### src/rtl/float_normalize_round.sv
// -----------------------------------------------------------------------------
// float_normalize_round
//   Back end of the FP adder datapath. Takes an unpacked, unnormalized sum and
//   returns a packed IEEE-754 value {sign, exp, frac}. The steps are normalize
//   (one shift per clock), round-to-nearest-even, then classify. Only one
//   operation is in flight at a time.
//
//   Ports
//     clock, resetN         rising-edge clock, asynchronous active-low reset
//     in_valid/in_ready     operand handshake (ready only while idle)
//     in_sign               result sign
//     in_exp                signed biased exponent (EXPBITS+2 bits, 2's compl.)
//     in_mant               {carry, hidden, frac[FRACBITS-1:0], G, R, S}
//     in_nan / in_inf       force quiet NaN / signed infinity (NaN wins)
//     out_valid/out_ready   result handshake, result held until accepted
//     out_float            packed {sign, exp, frac}
//     out_ovf/unf/inx       overflow, underflow (tiny and inexact), inexact
//
//   float_normalize_round_chk flags a NORM phase that runs longer than
//   MB + 2**EXPBITS cycles.
// -----------------------------------------------------------------------------
module float_normalize_round_chk #(
    parameter int CW    = 10,
    parameter int BOUND = 284
) (
    input logic          clock,
    input logic          resetN,
    input logic          in_norm_i,
    input logic [CW-1:0] norm_cnt_i
);
    localparam logic [CW-1:0] BOUND_C = CW'(BOUND);

    // Normalization has to finish within BOUND cycles of entering NORM
    norm_bound_a: assert property (@(posedge clock) disable iff (!resetN)
                                   (in_norm_i |-> (norm_cnt_i < BOUND_C)));
endmodule

module float_normalize_round #(
    parameter int EXPBITS  = 8,
    parameter int FRACBITS = 23
) (
    input  logic                       clock,
    input  logic                       resetN,
    input  logic                       in_valid,
    output logic                       in_ready,
    input  logic                       in_sign,
    input  logic [EXPBITS+1:0]         in_exp,
    input  logic [FRACBITS+4:0]        in_mant,
    input  logic                       in_nan,
    input  logic                       in_inf,
    output logic                       out_valid,
    input  logic                       out_ready,
    output logic [EXPBITS+FRACBITS:0]  out_float,
    output logic                       out_ovf,
    output logic                       out_unf,
    output logic                       out_inx
);
    localparam int MB    = FRACBITS + 5;             // internal mantissa width
    localparam int EW    = EXPBITS + 3;              // exponent plus headroom for +1 steps
    localparam int FW    = 1 + EXPBITS + FRACBITS;   // packed float width
    localparam int SW    = FRACBITS + 2;             // rounded significand incl. carry-out
    localparam int BOUND = MB + int'(32'd1 << EXPBITS);
    localparam int CW    = $clog2(BOUND) + 1;

    localparam logic signed [EW-1:0] EXP_ONE = {{(EW-1){1'b0}}, 1'b1};
    localparam logic signed [EW-1:0] EXP_MAX = {3'b000, {EXPBITS{1'b1}}};
    localparam logic [FW-1:0]        QNAN_C  = {1'b0, {EXPBITS{1'b1}}, 1'b1, {(FRACBITS-1){1'b0}}};
    localparam logic [CW-1:0]        CNT_MAX = {CW{1'b1}};
    localparam logic [CW-1:0]        CNT_ONE = {{(CW-1){1'b0}}, 1'b1};

    typedef enum logic [1:0] {
        S_IDLE  = 2'd0,
        S_NORM  = 2'd1,
        S_ROUND = 2'd2,
        S_DONE  = 2'd3
    } state_t;

    state_t                 state_q, state_d;
    logic                   sign_q;
    logic signed [EW-1:0]   exp_q;
    logic [MB-1:0]          mant_q;
    logic [CW-1:0]          norm_cnt_q;
    logic [FW-1:0]          out_float_q;
    logic                   ovf_q, unf_q, inx_q;

    logic                   in_ready_s, out_valid_s;
    logic                   special_s, mant_zero_s;
    logic signed [EW-1:0]   exp_in_s;
    logic                   carry_s, hidden_s, rsh_s, lsh_s, norm_done_s;
    logic [MB-1:0]          mant_rsh_s, mant_lsh_s;
    logic                   up_s;
    logic [SW-1:0]          sum_s;
    logic [FRACBITS:0]      sig_s;
    logic signed [EW-1:0]   exp_r_s;
    logic [EXPBITS-1:0]     field_s;
    logic [FW-1:0]          float_r_s;
    logic                   ovf_r_s, unf_r_s, inx_r_s;

    assign mant_zero_s = (in_mant == {MB{1'b0}});
    assign special_s   = in_nan | in_inf | mant_zero_s;
    assign exp_in_s    = {in_exp[EXPBITS+1], in_exp};

    // Normalization step decode: right shifts (carry, then denormal range) beat left shifts
    always_comb begin
        carry_s     = mant_q[MB-1];
        hidden_s    = mant_q[MB-2];
        rsh_s       = 1'b0;
        lsh_s       = 1'b0;
        if (carry_s || (exp_q < EXP_ONE)) begin
            rsh_s = 1'b1;
        end else if (!hidden_s && (exp_q > EXP_ONE)) begin
            lsh_s = 1'b1;
        end else begin
            rsh_s = 1'b0;
            lsh_s = 1'b0;
        end
        norm_done_s = !rsh_s && !lsh_s;
        // the bit leaving on the right folds into sticky
        mant_rsh_s  = {1'b0, mant_q[MB-1:1]} | {{(MB-1){1'b0}}, mant_q[0]};
        mant_lsh_s  = {mant_q[MB-2:0], 1'b0};
    end

    // Round-to-nearest-even, renormalize on carry-out, then classify the result
    always_comb begin
        up_s    = mant_q[2] & (mant_q[1] | mant_q[0] | mant_q[3]);
        sum_s   = {1'b0, mant_q[MB-2:3]} + {{(SW-1){1'b0}}, up_s};
        inx_r_s = |mant_q[2:0];
        field_s = {EXPBITS{1'b0}};
        if (sum_s[SW-1]) begin
            // carry-out only happens from all-ones, so the dropped bit is zero
            sig_s   = sum_s[SW-1:1];
            exp_r_s = exp_q + EXP_ONE;
        end else begin
            sig_s   = sum_s[SW-2:0];
            exp_r_s = exp_q;
        end
        ovf_r_s = (exp_r_s >= EXP_MAX);
        if (ovf_r_s) begin
            float_r_s = {sign_q, {EXPBITS{1'b1}}, {FRACBITS{1'b0}}};
            unf_r_s   = 1'b0;
            inx_r_s   = 1'b1;
        end else begin
            // hidden bit still clear means NORM stopped at exp==1: denormal or zero
            field_s   = sig_s[FRACBITS] ? exp_r_s[EXPBITS-1:0] : {EXPBITS{1'b0}};
            float_r_s = {sign_q, field_s, sig_s[FRACBITS-1:0]};
            unf_r_s   = (field_s == {EXPBITS{1'b0}}) & inx_r_s;
        end
    end

    // FSM state register
    always_ff @(posedge clock or negedge resetN) begin
        if (!resetN) begin
            state_q <= S_IDLE;
        end else begin
            state_q <= state_d;
        end
    end

    // FSM next-state logic; special operands skip straight to DONE
    always_comb begin
        state_d = state_q;
        case (state_q)
            S_IDLE: begin
                if (in_valid) begin
                    state_d = special_s ? S_DONE : S_NORM;
                end else begin
                    state_d = S_IDLE;
                end
            end
            S_NORM: begin
                if (norm_done_s) begin
                    state_d = S_ROUND;
                end else begin
                    state_d = S_NORM;
                end
            end
            S_ROUND: state_d = S_DONE;
            S_DONE: begin
                if (out_ready) begin
                    state_d = S_IDLE;
                end else begin
                    state_d = S_DONE;
                end
            end
            default: state_d = S_IDLE;
        endcase
    end

    // FSM outputs, decoded from the registered state only
    always_comb begin
        in_ready_s  = 1'b0;
        out_valid_s = 1'b0;
        case (state_q)
            S_IDLE:  in_ready_s  = 1'b1;
            S_DONE:  out_valid_s = 1'b1;
            default: begin
                in_ready_s  = 1'b0;
                out_valid_s = 1'b0;
            end
        endcase
    end

    // Datapath: capture operand, shift during NORM, register rounded result
    always_ff @(posedge clock or negedge resetN) begin
        if (!resetN) begin
            sign_q      <= 1'b0;
            exp_q       <= {EW{1'b0}};
            mant_q      <= {MB{1'b0}};
            norm_cnt_q  <= {CW{1'b0}};
            out_float_q <= {FW{1'b0}};
            ovf_q       <= 1'b0;
            unf_q       <= 1'b0;
            inx_q       <= 1'b0;
        end else begin
            case (state_q)
                S_IDLE: begin
                    if (in_valid) begin
                        sign_q     <= in_sign;
                        exp_q      <= exp_in_s;
                        mant_q     <= in_mant;
                        norm_cnt_q <= {CW{1'b0}};
                        if (special_s) begin
                            ovf_q <= 1'b0;
                            unf_q <= 1'b0;
                            inx_q <= 1'b0;
                        end
                        if (in_nan) begin
                            out_float_q <= QNAN_C;
                        end else if (in_inf) begin
                            out_float_q <= {in_sign, {EXPBITS{1'b1}}, {FRACBITS{1'b0}}};
                        end else if (mant_zero_s) begin
                            out_float_q <= {in_sign, {(FW-1){1'b0}}};
                        end
                    end
                end
                S_NORM: begin
                    if (rsh_s) begin
                        mant_q <= mant_rsh_s;
                        exp_q  <= exp_q + EXP_ONE;
                    end else if (lsh_s) begin
                        mant_q <= mant_lsh_s;
                        exp_q  <= exp_q - EXP_ONE;
                    end
                    if (norm_cnt_q != CNT_MAX) begin
                        norm_cnt_q <= norm_cnt_q + CNT_ONE;
                    end
                end
                S_ROUND: begin
                    out_float_q <= float_r_s;
                    ovf_q       <= ovf_r_s;
                    unf_q       <= unf_r_s;
                    inx_q       <= inx_r_s;
                end
                default: ;
            endcase
        end
    end

    assign in_ready  = in_ready_s;
    assign out_valid = out_valid_s;
    assign out_float = out_float_q;
    assign out_ovf   = ovf_q;
    assign out_unf   = unf_q;
    assign out_inx   = inx_q;

    float_normalize_round_chk #(
        .CW    (CW),
        .BOUND (BOUND)
    ) u_chk (
        .clock      (clock),
        .resetN     (resetN),
        .in_norm_i  (state_q == S_NORM),
        .norm_cnt_i (norm_cnt_q)
    );
endmodule

### config.mk
export PLATFORM = sky130hd
export DESIGN_NAME = float_normalize_round
export DESIGN_NICKNAME = d
export VERILOG_FILES = /design/src/rtl/float_normalize_round.sv
export SDC_FILE = /design/constraint.sdc
export NUM_CORES = 1
export LEC_CHECK = 0
export CAP_MARGIN = 20
export CORE_MARGIN = 3
export CORE_UTILIZATION = 30
export CTS_CLUSTER_SIZE = 28
export DETAILED_ROUTE_END_ITERATION = 6
export DONT_BUFFER_PORTS = 1
export PLACE_DENSITY = 0.54
export REMOVE_ABC_BUFFERS = 1
export SETUP_SLACK_MARGIN = 0.05
export SYNTH_ARGS = -nofsm -noshare
export SYNTH_HDL_FRONTEND = slang
export SYNTH_SLANG_ARGS = --single-unit
### constraint.sdc
create_clock -name clock -period 2.4 [get_ports clock]
set_input_delay 0.24 -clock clock [delete_from_list [all_inputs] [get_ports clock]]
set_output_delay 0.24 -clock clock [all_outputs]
set_load 0.01 [all_outputs]
==> impl_results.rst <==
.. list-table::
   :header-rows: 1

   * - Metric
     - Value
   * - Result of the run
     - complete, but fails checks
   * - Violated checks
     - setup timing
   * - Total overflow reported by the global router
     - 0
   * - Final HPWL DP
     - 12580 µm
   * - Final nets
     - 753
   * - Clock-pin transition on the worst setup and hold timing paths
     - 0.07 ns
   * - Vias in the first global route
     - 4761
   * - Number of enable-type register cells in the synthesized netlist
     - 0
   * - Drt initial violations
     - 484
   * - Peak supply drop
     - approximately 0.45 mV
   * - Vertical die dimension
     - about 140 µm
   * - Path type of the worst min-delay path
     - in -> reg
   * - Share of Yosys cell area claimed by the top area cell type
     - 37.98%
   * - Final clock skew
     - 0.01093 ns
   * - Worst setup EP type
     - flip-flop
   * - Sequential standard cell area
     - a little under 0.002 mm²
   * - Top cells by area, synth
     - dfrtp_1 (38%), nand2_1 (9.2%), o21ai_0 (8.2%), nand3_1 (3.7%), nor2_1 (2.7%)
   * - Filler cell count in the final layout
     - 1667
   * - Gpl congestion
     - 0.9062
   * - Via-per-instance ratio
     - 5.422
   * - Post-synth ARST share
     - 100.0%
   * - RSZ-0062 raised after global routing
     - true
   * - Worst setup slack before clock tree synthesis
     - -0.06541 ns
   * - Post-Synthesis Cells
     - around 640
   * - Post-Syn Area per Cell
     - approximately 8.0 µm²
   * - Leading area contributor after synthesis
     - dfrtp_1
   * - Commonest non-fill, non-tap cells in the layout
     - nand2_1 (122), buf_4 (92), o21ai_0 (82)
   * - Number of max-slew violations in the final report
     - 0
   * - GRT Util Overall
     - a little under a fifth
   * - Areal power density over the cells
     - between 1000 and 1500 mW/mm²
   * - Post-synthesis instance area
     - 0.005074 mm²
   * - Actual transition at the worst max-transition pin
     - 0.7209 ns
   * - I/O pin count
     - 82
   * - Number of H-tree levels
     - 3
   * - Min Tclk post-route
     - roughly 2.4 ns
   * - Max Root-Sink Buffers
     - 2
   * - Sinks on Clock Net
     - a little under 80
   * - Rel. slew slack
     - roughly half
   * - Number of buffers added by the clock tree synthesis step
     - 9
   * - Max-cap viol count
     - 0
   * - Final antenna diode count
     - 0
   * - Global-route wire length before repair
     - 26380 µm
   * - Cell-by-cell trace of the critical path
     - buf_6 -> inv_4 -> ha_4 -> nand3b_1 -> or3_1 -> a21oi_2 -> and4b_2 -> nor4b_4 -> buf_12 -> buf_8 -> a32o_1
   * - Layout cells sized above 1
     - 24.40%
   * - Most common cell after layout, fill and taps aside
     - nand2_1
   * - Final worst slack
     - -0.02537 ns
   * - Total routed wirelength
     - about 17000 µm
   * - Top FF cell, synth
     - dfrtp_1
   * - Overall power after layout
     - 9320 µW
   * - Total number of vias
     - approximately 5000
   * - Yosys cell types
     - 67
   * - DRT antenna net count
     - 0
   * - Routed wire length per instance
     - 18.11 µm
   * - Period utilisation layout
     - 101.1%
   * - Cell class contributing the biggest share of worst-path delay
     - simple AND/OR/NAND/NOR gates
   * - Final standard cell utilization of the core
     - 40.73%
   * - Area inside the core boundary
     - 0.01623 mm²
   * - Leakage power total
     - 0.002683 µW
   * - Kind of critical path
     - reg -> reg
   * - Count of buffers from port buffering
     - 0
   * - CTS tree
     - yes
   * - Buffering stage count on the worst path with inverters included
     - 4
   * - Final number of hold-violating endpoints
     - 0
   * - Largest fanout of any net on the critical path
     - 6
   * - Startpoint class of the critical path
     - flip-flop
   * - Stage delay of the slowest cell on the critical path
     - 0.43 ns
   * - Number of DRC violations after detailed routing
     - 0
   * - Number of antenna violations at the first check in global routing
     - 0
   * - WP data arrival
     - between 2 and 3 ns
   * - Multi-input logic area
     - between 0.003 and 0.004 mm²
   * - Achievable Freq
     - 0.4123 GHz
   * - CP max-delay cell
     - dfrtp_1
   * - Die width
     - around 140 µm
   * - Req. time, crit path
     - 2.63 ns
   * - Insertion delay of the later-clocked pin in the worst-skew pair
     - 0.35 ns
   * - Syn. warnings
     - 0
   * - Cell row count
     - 46
   * - Sequential cell area fraction in the yosys report
     - 37.98%
   * - Initial Utilization
     - 31.26%
   * - Pre-Repair DR Iteration Count
     - 5
   * - Clock root cell
     - clkbuf_16
   * - Die Area
     - ~0.019 mm²
   * - Total negative setup slack
     - -0.04022 ns
   * - Number of flip-flops and latches in the synthesized netlist
     - 77
   * - Setup-failing EPs final
     - 2
   * - Area added between synthesis and finish
     - 30.28%
   * - Pin count of the biggest net entering global routing
     - 78
-- path summary, 6_finish.rpt --
kind                                  to  slack (ns)      start  cells after the start
max                        out_float[18]       -0.03   exp_q[0]                     11
min                             exp_q[0]        0.02  in_exp[0]                      2
max reg2reg                out_float[18]       -0.03   exp_q[0]                     11
min reg2reg                       sign_q        0.53     sign_q                      1
max in group asynchronous       exp_q[5]        1.59     resetN                      2
min in group asynchronous      mant_q[1]        0.48     resetN                      2
-- per-stage QoR --
step / area, µm² / hold WS [ns] / std cells
floorplan: 4850 / -0.05559 / 585
global placement: 5871 / -0.05258 / 889
detailed placement: 5871 / -0.05317 / 889
CTS: 6425 / 0.02047 / 916
global route: 6610 / 0.04979 / 925
finish: 6610 / 0.02389 / 925
-- synthesized netlist by cell type (2+ instances only) --
cell       number
a211oi_1        2
a21oi_1        19
a221o_1         7
a22o_1          9
a2bb2oi_1       2
a31oi_1         7
a32o_1          3
and2_1          5
and3_1          3
and4_1          7
buf_1           4
buf_2          10
buf_4           2
clkbuf_1       34
dfrtp_1        77
ha_1            4
inv_1           9
mux2_2          2
mux2i_1         5
nand2_1       124
nand3_1        38
nand3b_1        3
nand4_1        15
nor2_1         37
nor2b_1         2
nor3_1         17
nor3_2          2
nor4_1         12
nor4_2          2
nor4b_1         2
o211ai_1        3
o21ai_0        83
o21ai_2        10
o22a_1          3
o22ai_1         3
o31a_1          3
o31ai_1         3
o41ai_1         3
or3_1           5
or3b_2          2
or4_1           2
xnor2_1        15
xor2_1         13
-- final cells by class --
cell class | instances | area share, %
Clock buffer | 11 | 3.824
Clock inverter | 5 | 1.249
Inverter | 10 | 0.6057
Multi-Input combinational cell | 498 | 46.73
Sequential cell | 77 | 29.17
Tap cell | 216 | 4.089
Timing Repair Buffer | 108 | 14.33
-- what timing repair did --
action | in CTS | in global routing
gates cloned | 0 | 1
endpoints found under the hold margin | 77 | 0
pin swaps | 8 | 12
gates resized for setup | 27 | 21
setup endpoints to repair | 24 | 67
hold buffers | 2 | 0
setup buffers | 9 | 8
-- per-layer routing --
| layer | vias up | share of wire (%) | GRT usage [%] |
|---|---|---|---|
| met5 | - | 0 | 0 |
| met4 | 0 | 2.9 | 7.895 |
| met3 | 28 | 8.4 | 4.774 |
| met2 | 148 | 43 | 26.47 |
| met1 | 2399 | 46 | 25.41 |
| li1 | 2440 | - | - |
-- sequential cells by signal, summed over array words and instances (netlist names) --
name,cells
out_unf,1
sign_q,1
out_inx,1
out_ovf,1
exp_q,11
mant_q,28
out_float,32
state_q,2
-- report_power, final --
| part | internal [µW] | switching [µW] |
|---|---|---|
| clock | 969 | 561 |
| sequential | 1900 | 668 |
| combinational | 2300 | 2920 |
-- cells by family after synthesis --
logic type | after synthesis | share of synthesized area (%)
and+or+nand+nor | 288 | 28.09
AOI/OAI and AO/OA | 171 | 21.53
DFF | 77 | 37.98
buffers and inverters | 62 | 5.154
xor gates and xnor gates | 28 | 4.834
muxes | 7 | 1.430
adders and majority gates | 4 | 0.9865
Note: power is estimated with default switching activity, not from simulation.
